===== src/rtl/dff_bank_arb_pkg.sv =====
// Shared types, defaults and helpers for the register-bank write arbiter.
package dff_bank_arb_pkg;

    localparam int unsigned DEF_NUM_REQ  = 4;
    localparam int unsigned DEF_NUM_REGS = 8;
    localparam int unsigned DEF_DATA_W   = 8;

    typedef enum logic {
        ST_IDLE  = 1'b0,
        ST_GRANT = 1'b1
    } arb_state_t;

    // Ceiling log2 with a floor of 1 so that single-entry fields still get a bit.
    function automatic int unsigned clog2(input int unsigned n);
        int unsigned r;
        int unsigned v;
        r = 0;
        v = (n > 1) ? n - 1 : 0;
        while (v > 0) begin
            r++;
            v = v >> 1;
        end
        return (r == 0) ? 1 : r;
    endfunction

endpackage


===== src/rtl/rr_prio_pick.sv =====
// Combinational round-robin picker: first set bit of elig at or after ptr,
// ascending with wrap-around. Reusable by any arbiter of NUM_REQ requesters.
module rr_prio_pick
    import dff_bank_arb_pkg::*;
#(
    parameter int unsigned NUM_REQ = DEF_NUM_REQ,
    localparam int unsigned PTR_W  = clog2(NUM_REQ)
) (
    input  logic [NUM_REQ-1:0] elig,
    input  logic [PTR_W-1:0]   ptr,
    output logic [NUM_REQ-1:0] pick,
    output logic               valid
);

    int unsigned       idx_int;
    logic [PTR_W-1:0]  idx;

    // Walk NUM_REQ slots starting at ptr; the first eligible one wins.
    always_comb begin
        pick    = '0;
        valid   = 1'b0;
        idx_int = 0;
        idx     = '0;
        for (int unsigned i = 0; i < NUM_REQ; i++) begin
            idx_int = (32'(ptr) + i) % NUM_REQ;
            idx     = PTR_W'(idx_int);
            if (!valid && elig[idx]) begin
                pick[idx] = 1'b1;
                valid     = 1'b1;
            end
        end
    end

endmodule


===== src/rtl/dff_bank_arbiter.sv =====
// Round-robin write arbiter driving a bank of enable-gated registers.
// Optional macro DFF_BANK_ARB_ERR_EN adds o_err, pulsing alongside a grant
// whose target address lies outside the bank.
module dff_bank_arbiter
    import dff_bank_arb_pkg::*;
#(
    parameter int unsigned NUM_REQ  = DEF_NUM_REQ,
    parameter int unsigned NUM_REGS = DEF_NUM_REGS,
    parameter int unsigned DATA_W   = DEF_DATA_W,
    localparam int unsigned ADDR_W  = clog2(NUM_REGS)
) (
    input  logic                      i_clk,
    input  logic                      i_rst,
    input  logic [NUM_REQ-1:0]        i_req,
    input  logic [NUM_REQ*ADDR_W-1:0] i_addr,
    input  logic [NUM_REQ*DATA_W-1:0] i_data,
    output logic [NUM_REQ-1:0]        o_gnt,
    output logic [NUM_REGS-1:0]       o_en,
    output logic [DATA_W-1:0]         o_d,
    output logic                      o_busy
`ifdef DFF_BANK_ARB_ERR_EN
    ,
    output logic                      o_err
`endif
);

    localparam int unsigned PTR_W = clog2(NUM_REQ);

    arb_state_t           state_q, state_d;
    logic [PTR_W-1:0]     ptr_q, ptr_d;
    logic [NUM_REQ-1:0]   elig;
    logic [NUM_REQ-1:0]   pick;
    logic                 pick_valid;
    logic [PTR_W-1:0]     sel_idx;
    logic [ADDR_W-1:0]    sel_addr;
    logic [DATA_W-1:0]    sel_data;
    logic                 in_range;
    logic [NUM_REQ-1:0]   gnt_d;
    logic [NUM_REGS-1:0]  en_d;
    logic [DATA_W-1:0]    d_d;

    // Last cycle's winner sits out one edge so nobody is granted twice in a row.
    assign elig = i_req & ~o_gnt;

    rr_prio_pick #(
        .NUM_REQ (NUM_REQ)
    ) u_pick (
        .elig  (elig),
        .ptr   (ptr_q),
        .pick  (pick),
        .valid (pick_valid)
    );

    // Mux the winning requester's index, address and data off the packed buses.
    always_comb begin
        sel_idx  = '0;
        sel_addr = '0;
        sel_data = '0;
        for (int unsigned i = 0; i < NUM_REQ; i++) begin
            if (pick[i]) begin
                sel_idx  = PTR_W'(i);
                sel_addr = i_addr[i*ADDR_W +: ADDR_W];
                sel_data = i_data[i*DATA_W +: DATA_W];
            end
        end
    end

    assign in_range = (32'(sel_addr) < NUM_REGS);

    // Next state, pointer advance and next registered outputs.
    always_comb begin
        state_d = ST_IDLE;
        ptr_d   = ptr_q;
        gnt_d   = '0;
        en_d    = '0;
        d_d     = '0;
        if (pick_valid) begin
            state_d = ST_GRANT;
            gnt_d   = pick;
            d_d     = sel_data;
            if (in_range) begin
                en_d[sel_addr] = 1'b1;
            end
            ptr_d = (32'(sel_idx) == NUM_REQ - 1) ? '0 : sel_idx + 1'b1;
        end
    end

    // State, pointer and bank-facing output registers.
    always_ff @(posedge i_clk or posedge i_rst) begin
        if (i_rst) begin
            state_q <= ST_IDLE;
            ptr_q   <= '0;
            o_gnt   <= '0;
            o_en    <= '0;
            o_d     <= '0;
        end else begin
            state_q <= state_d;
            ptr_q   <= ptr_d;
            o_gnt   <= gnt_d;
            o_en    <= en_d;
            o_d     <= d_d;
        end
    end

    assign o_busy = (state_q == ST_GRANT);

`ifdef DFF_BANK_ARB_ERR_EN
    // Flag a grant whose address has no register behind it.
    always_ff @(posedge i_clk or posedge i_rst) begin
        if (i_rst) begin
            o_err <= 1'b0;
        end else begin
            o_err <= pick_valid && !in_range;
        end
    end
`endif

endmodule


===== config.mk =====
export PLATFORM = sky130hd
export DESIGN_NAME = dff_bank_arbiter
export DESIGN_NICKNAME = d
export VERILOG_FILES = /design/src/rtl/dff_bank_arb_pkg.sv /design/src/rtl/rr_prio_pick.sv /design/src/rtl/dff_bank_arbiter.sv
export SDC_FILE = /design/constraint.sdc
export NUM_CORES = 1
export LEC_CHECK = 0
export CAP_MARGIN = 20
export CORE_UTILIZATION = 45
export CTS_CLUSTER_SIZE = 8
export DETAILED_ROUTE_END_ITERATION = 12
export PLACE_DENSITY_LB_ADDON = 0.15
export SLEW_MARGIN = 20
export SYNTH_ARGS = -nofsm -noshare
export SYNTH_HDL_FRONTEND = slang
export SYNTH_HIERARCHICAL = 1
export SYNTH_SLANG_ARGS = --single-unit

===== constraint.sdc =====
create_clock -name i_clk -period 5.85 [get_ports i_clk]
set_input_delay 1.4625 -clock i_clk [delete_from_list [all_inputs] [get_ports i_clk]]
set_output_delay 1.4625 -clock i_clk [all_outputs]
set_load 0.02 [all_outputs]

==> Implementation_results.wiki <==
{| class="wikitable"
! Metric !! Value
|-
| Synth Area per Inst || 9.326 um^2
|-
| Proportion of layout cells with a drive suffix above 1 || 0.06838
|-
| Register-to-register path setup slack || 1.90 ns
|-
| Total clock sinks || 23
|-
| Run status || finished clean
|-
| Final setup violating endpoints || 0
|-
| Post-route setup slack || 1.474 ns
|-
| Asr flop ratio synth || 1.000
|-
| Post-route fraction of the period consumed by the critical path || 0.7480
|-
| Capture instance of the worst register-to-register path || o_d[2]
|-
| Setup crit start || i_req[1]
|-
| Dominant cell type by count on the critical path || sky130_fd_sc_hd__nor2b_1
|-
| Top post-synthesis cells by area || sky130_fd_sc_hd__dfrtp_1, sky130_fd_sc_hd__ha_1, sky130_fd_sc_hd__a221oi_1
|-
| Number of buffers added for setup after CTS || 0
|-
| Fraction of power consumed by the clock network || 0.048
|-
| Most frequent cells in the layout || sky130_fd_sc_hd__clkdlybuf4s50_1, sky130_fd_sc_hd__dfrtp_1, sky130_fd_sc_hd__inv_1
|-
| Overall routed net length || 4.323 mm
|-
| Setup slack after placement || 0.7925 ns
|-
| Clock transition at path regs || 0.12 ns
|-
| Quantity of gates resized following cts || 0
|-
| Number of instances in the synthesized netlist || 174
|-
| Layout overhead on the synthesized area || 44.33%
|-
| Final non-filler cell area || 2342 um^2
|-
| Cell area after synthesis || 1623 um^2
|-
| TritonCTS clock tree || yes
|-
| Initial drt markers || 93
|-
| Overflow left after global routing || 0
|-
| Die area || 3850 um^2
|-
| Power per cell area || 653.4 nW/um^2
|-
| Number of hold violations in the final report || 0
|-
| Hold-fix buffer count after cts || 0
|-
| Pin count of the biggest net entering global routing || 28
|-
| Number of optimization iterations in the first detailed-route pass || 4
|-
| Placement-stage cell area || 2310 um^2
|-
| Most frequent standard cell in the layout excluding fill and tap cells || sky130_fd_sc_hd__clkdlybuf4s50_1
|-
| Slowest cell delay on critical path || 0.45 ns
|-
| Startpoint of the most critical register-to-register path || ptr_q[0]
|-
| Crit path required time || 6.06 ns
|-
| Root buf cell || sky130_fd_sc_hd__clkbuf_4
|-
| Multi-input logic area || 918.4 um^2
|-
| Net count reported at finish || 291
|-
| Area share of the largest cell type after synthesis || 0.3547
|-
| Core area || 3390 um^2
|-
| Final Core Density || 0.6910
|-
| Final TNS setup || 0 ns
|-
| Overall Global Routing Usage || 0.2373
|-
| Class of the worst hold path || reg2reg
|-
| H-tree depth reported by CTS || 1
|-
| Seq/Total Area, Yosys || 0.3547
|-
| Maximum clock frequency || 0.2285 GHz
|-
| Vertical die dimension || 62.05 um
|-
| Logic depth of the worst register-to-register path || 10
|-
| Sort of element at the end of the critical path || flop
|-
| CP Class || in2reg
|-
| Warnings, synthesis || 6
|-
| Antenna viol nets, final || 0
|-
| HPWL after detailed placement || 3.298 mm
|-
| First-pass GRT wire length || 6.720 mm
|-
| Routed vias || 1583
|-
| Max Transition Viols Final || 0
|-
| Avg WL per Cell || 15.44 um
|-
| Setup repair after global routing missed its margin || false
|-
| FP Rows || 21
|-
| Shortest period the worst path allows || 4.376 ns
|-
| Capturing instance or port of the critical path || o_d[2]
|-
| Leakage || 0.9861 nW
|-
| Relative max-transition margin || 0.3100
|-
| Slew at the pin closest to its max-slew limit || 1.029 ns
|-
| Synthesized flop and latch total || 23
|-
| Initial standard-cell utilization of the core || 0.4788
|-
| TritonCTS buffer count || 3
|-
| Number of different library cells in the post-synthesis netlist || 38
|-
| Net switching component of the power || 0.7503 mW
|-
| Commonest register cell after synthesis || sky130_fd_sc_hd__dfrtp_1
|-
| Count of flip-flops with a built-in enable after synthesis || 0
|-
| Maximum capacitance violations || 0
|-
| Worst path arrival time || 4.58 ns
|-
| Overall die width || 62.05 um
|-
| Number of antenna violations at the first check in global routing || 0
|-
| Worst-path cell with the longest stage delay || sky130_fd_sc_hd__clkdlybuf4s50_1
|-
| I/O Pins || 71
|-
| DRC violations left || 0
|-
| Maximum resistive drop on vdd || 376.6 uV
|-
| Via/cell ratio || 5.654
|-
| Via count of the first global-routing pass || 1474
|-
| Number of antenna cells inserted || 0
|-
| Sequential fraction of design power || 0.183
|-
| CP cell instances || clkdlybuf4s50_1 -> nor2b_1 -> or3b_1 -> a2111o_1 -> nand3_2 -> o2bb2ai_2 -> nor2b_1 -> a221oi_1 -> a21oi_1 -> a22o_1
|-
| Number of input and output port buffers inserted || 70
|-
| Number of fillers in the final layout || 274
|-
| Maximum number of buffers from clock root to sink || 2
|-
| Startpoint type of the worst setup path || input port
|-
| Overall power after layout || 1.530 mW
|-
| Comb power frac || 0.769
|-
| Cell Int Power || 0.7801 mW
|-
| Final setup skew || 0.001380 ns
|-
| Synthesized Nets || 230
|-
| Largest driver fanout on the critical path || 18
|-
| GPL Wtd Cong || 0.8191
|-
| Clk Latency, worst-skew pair || 0.30 ns
|-
| Fraction of power spent switching nets || 0.4903
|-
| Reg area || 575.6 um^2
|-
| Yosys top cell by area || sky130_fd_sc_hd__dfrtp_1
|}
[power by group through the flow]
stage	combinational, mW	sequential (mW)	clock, mW
floorplan	0.878	0.323	0
global placement	1.13	0.282	0
detailed placement	1.17	0.286	0
CTS	1.17	0.281	0.0747
global route	1.29	0.290	0.0815
finish	1.18	0.281	0.0728
[worst min path at each step]
stage	from	to	slack, ns	cells past startpoint
after floorplan	ptr_q[1]	ptr_q[1]	0.57	2
after global placement	ptr_q[1]	ptr_q[1]	0.76	2
after detailed placement	ptr_q[1]	ptr_q[1]	0.78	2
after CTS	ptr_q[1]	ptr_q[1]	0.80	2
after global routing	ptr_q[1]	ptr_q[1]	0.83	2
final	ptr_q[1]	ptr_q[1]	0.78	2
[state kept, by name (all words and copies together), names as in the netlist]
name,cells
o_gnt,4
o_en,8
o_d,8
ptr_q,2
o_busy,1
[layout make-up]
class | instances | area share
timing repair buffer | 70 | 0.2991
multi-input combinational | 120 | 0.3921
clock buffer | 4 | 0.01122
sequential | 23 | 0.2457
inverter | 17 | 0.02724
tap | 46 | 0.02457
[cells in the mapped netlist (all sizes together) (6+ instances only)]
library cell / count
dfrtp: 23
inv: 17
nor2: 14
a21oi: 12
a221oi: 11
buf: 9
a22o: 8
nand2: 8
ha: 6
mux2i: 6
nor2b: 6
o22ai: 6
[logic make-up (layout without fill, tap and decap cells)]
kind of cell,Yosys count,after routing,synth area share
fa+ha+maj,6,6,0.04626
simple gates,50,50,0.1758
buf+inv,31,91,0.08711
mux,11,11,0.07864
flops,23,23,0.3547
compound gates,53,53,0.2575
[metrics by stage]
stage / hold WS (ns) / cells
2_1_floorplan: 0.5682 / 174
5_1_grt: 0.8334 / 280
4_1_cts: 0.7971 / 280
6_report: 0.7813 / 280
3_3_place_gp: 0.7566 / 276
3_5_place_dp: 0.7803 / 276
[critical path, delay by kind of cell]
family                 cells  cell delay [ns]
AOI/OAI and AO/OA          5             1.47
and+or+nand+nor            4             1.21
buffers and inverters      1             0.45
[per-layer routing]
layer | routed length (um) | share of wire | global-route usage | vias up
li1 | - | - | - | 754
met1 | 1875 | 0.43 | 0.3055 | 740
met2 | 2035 | 0.47 | 0.4043 | 81
met3 | 328 | 0.076 | 0.04762 | 8
met4 | 83 | 0.019 | 0.06667 | 0
met5 | 0 | 0 | 0 | -
Note: power is estimated with default switching activity, not from simulation.
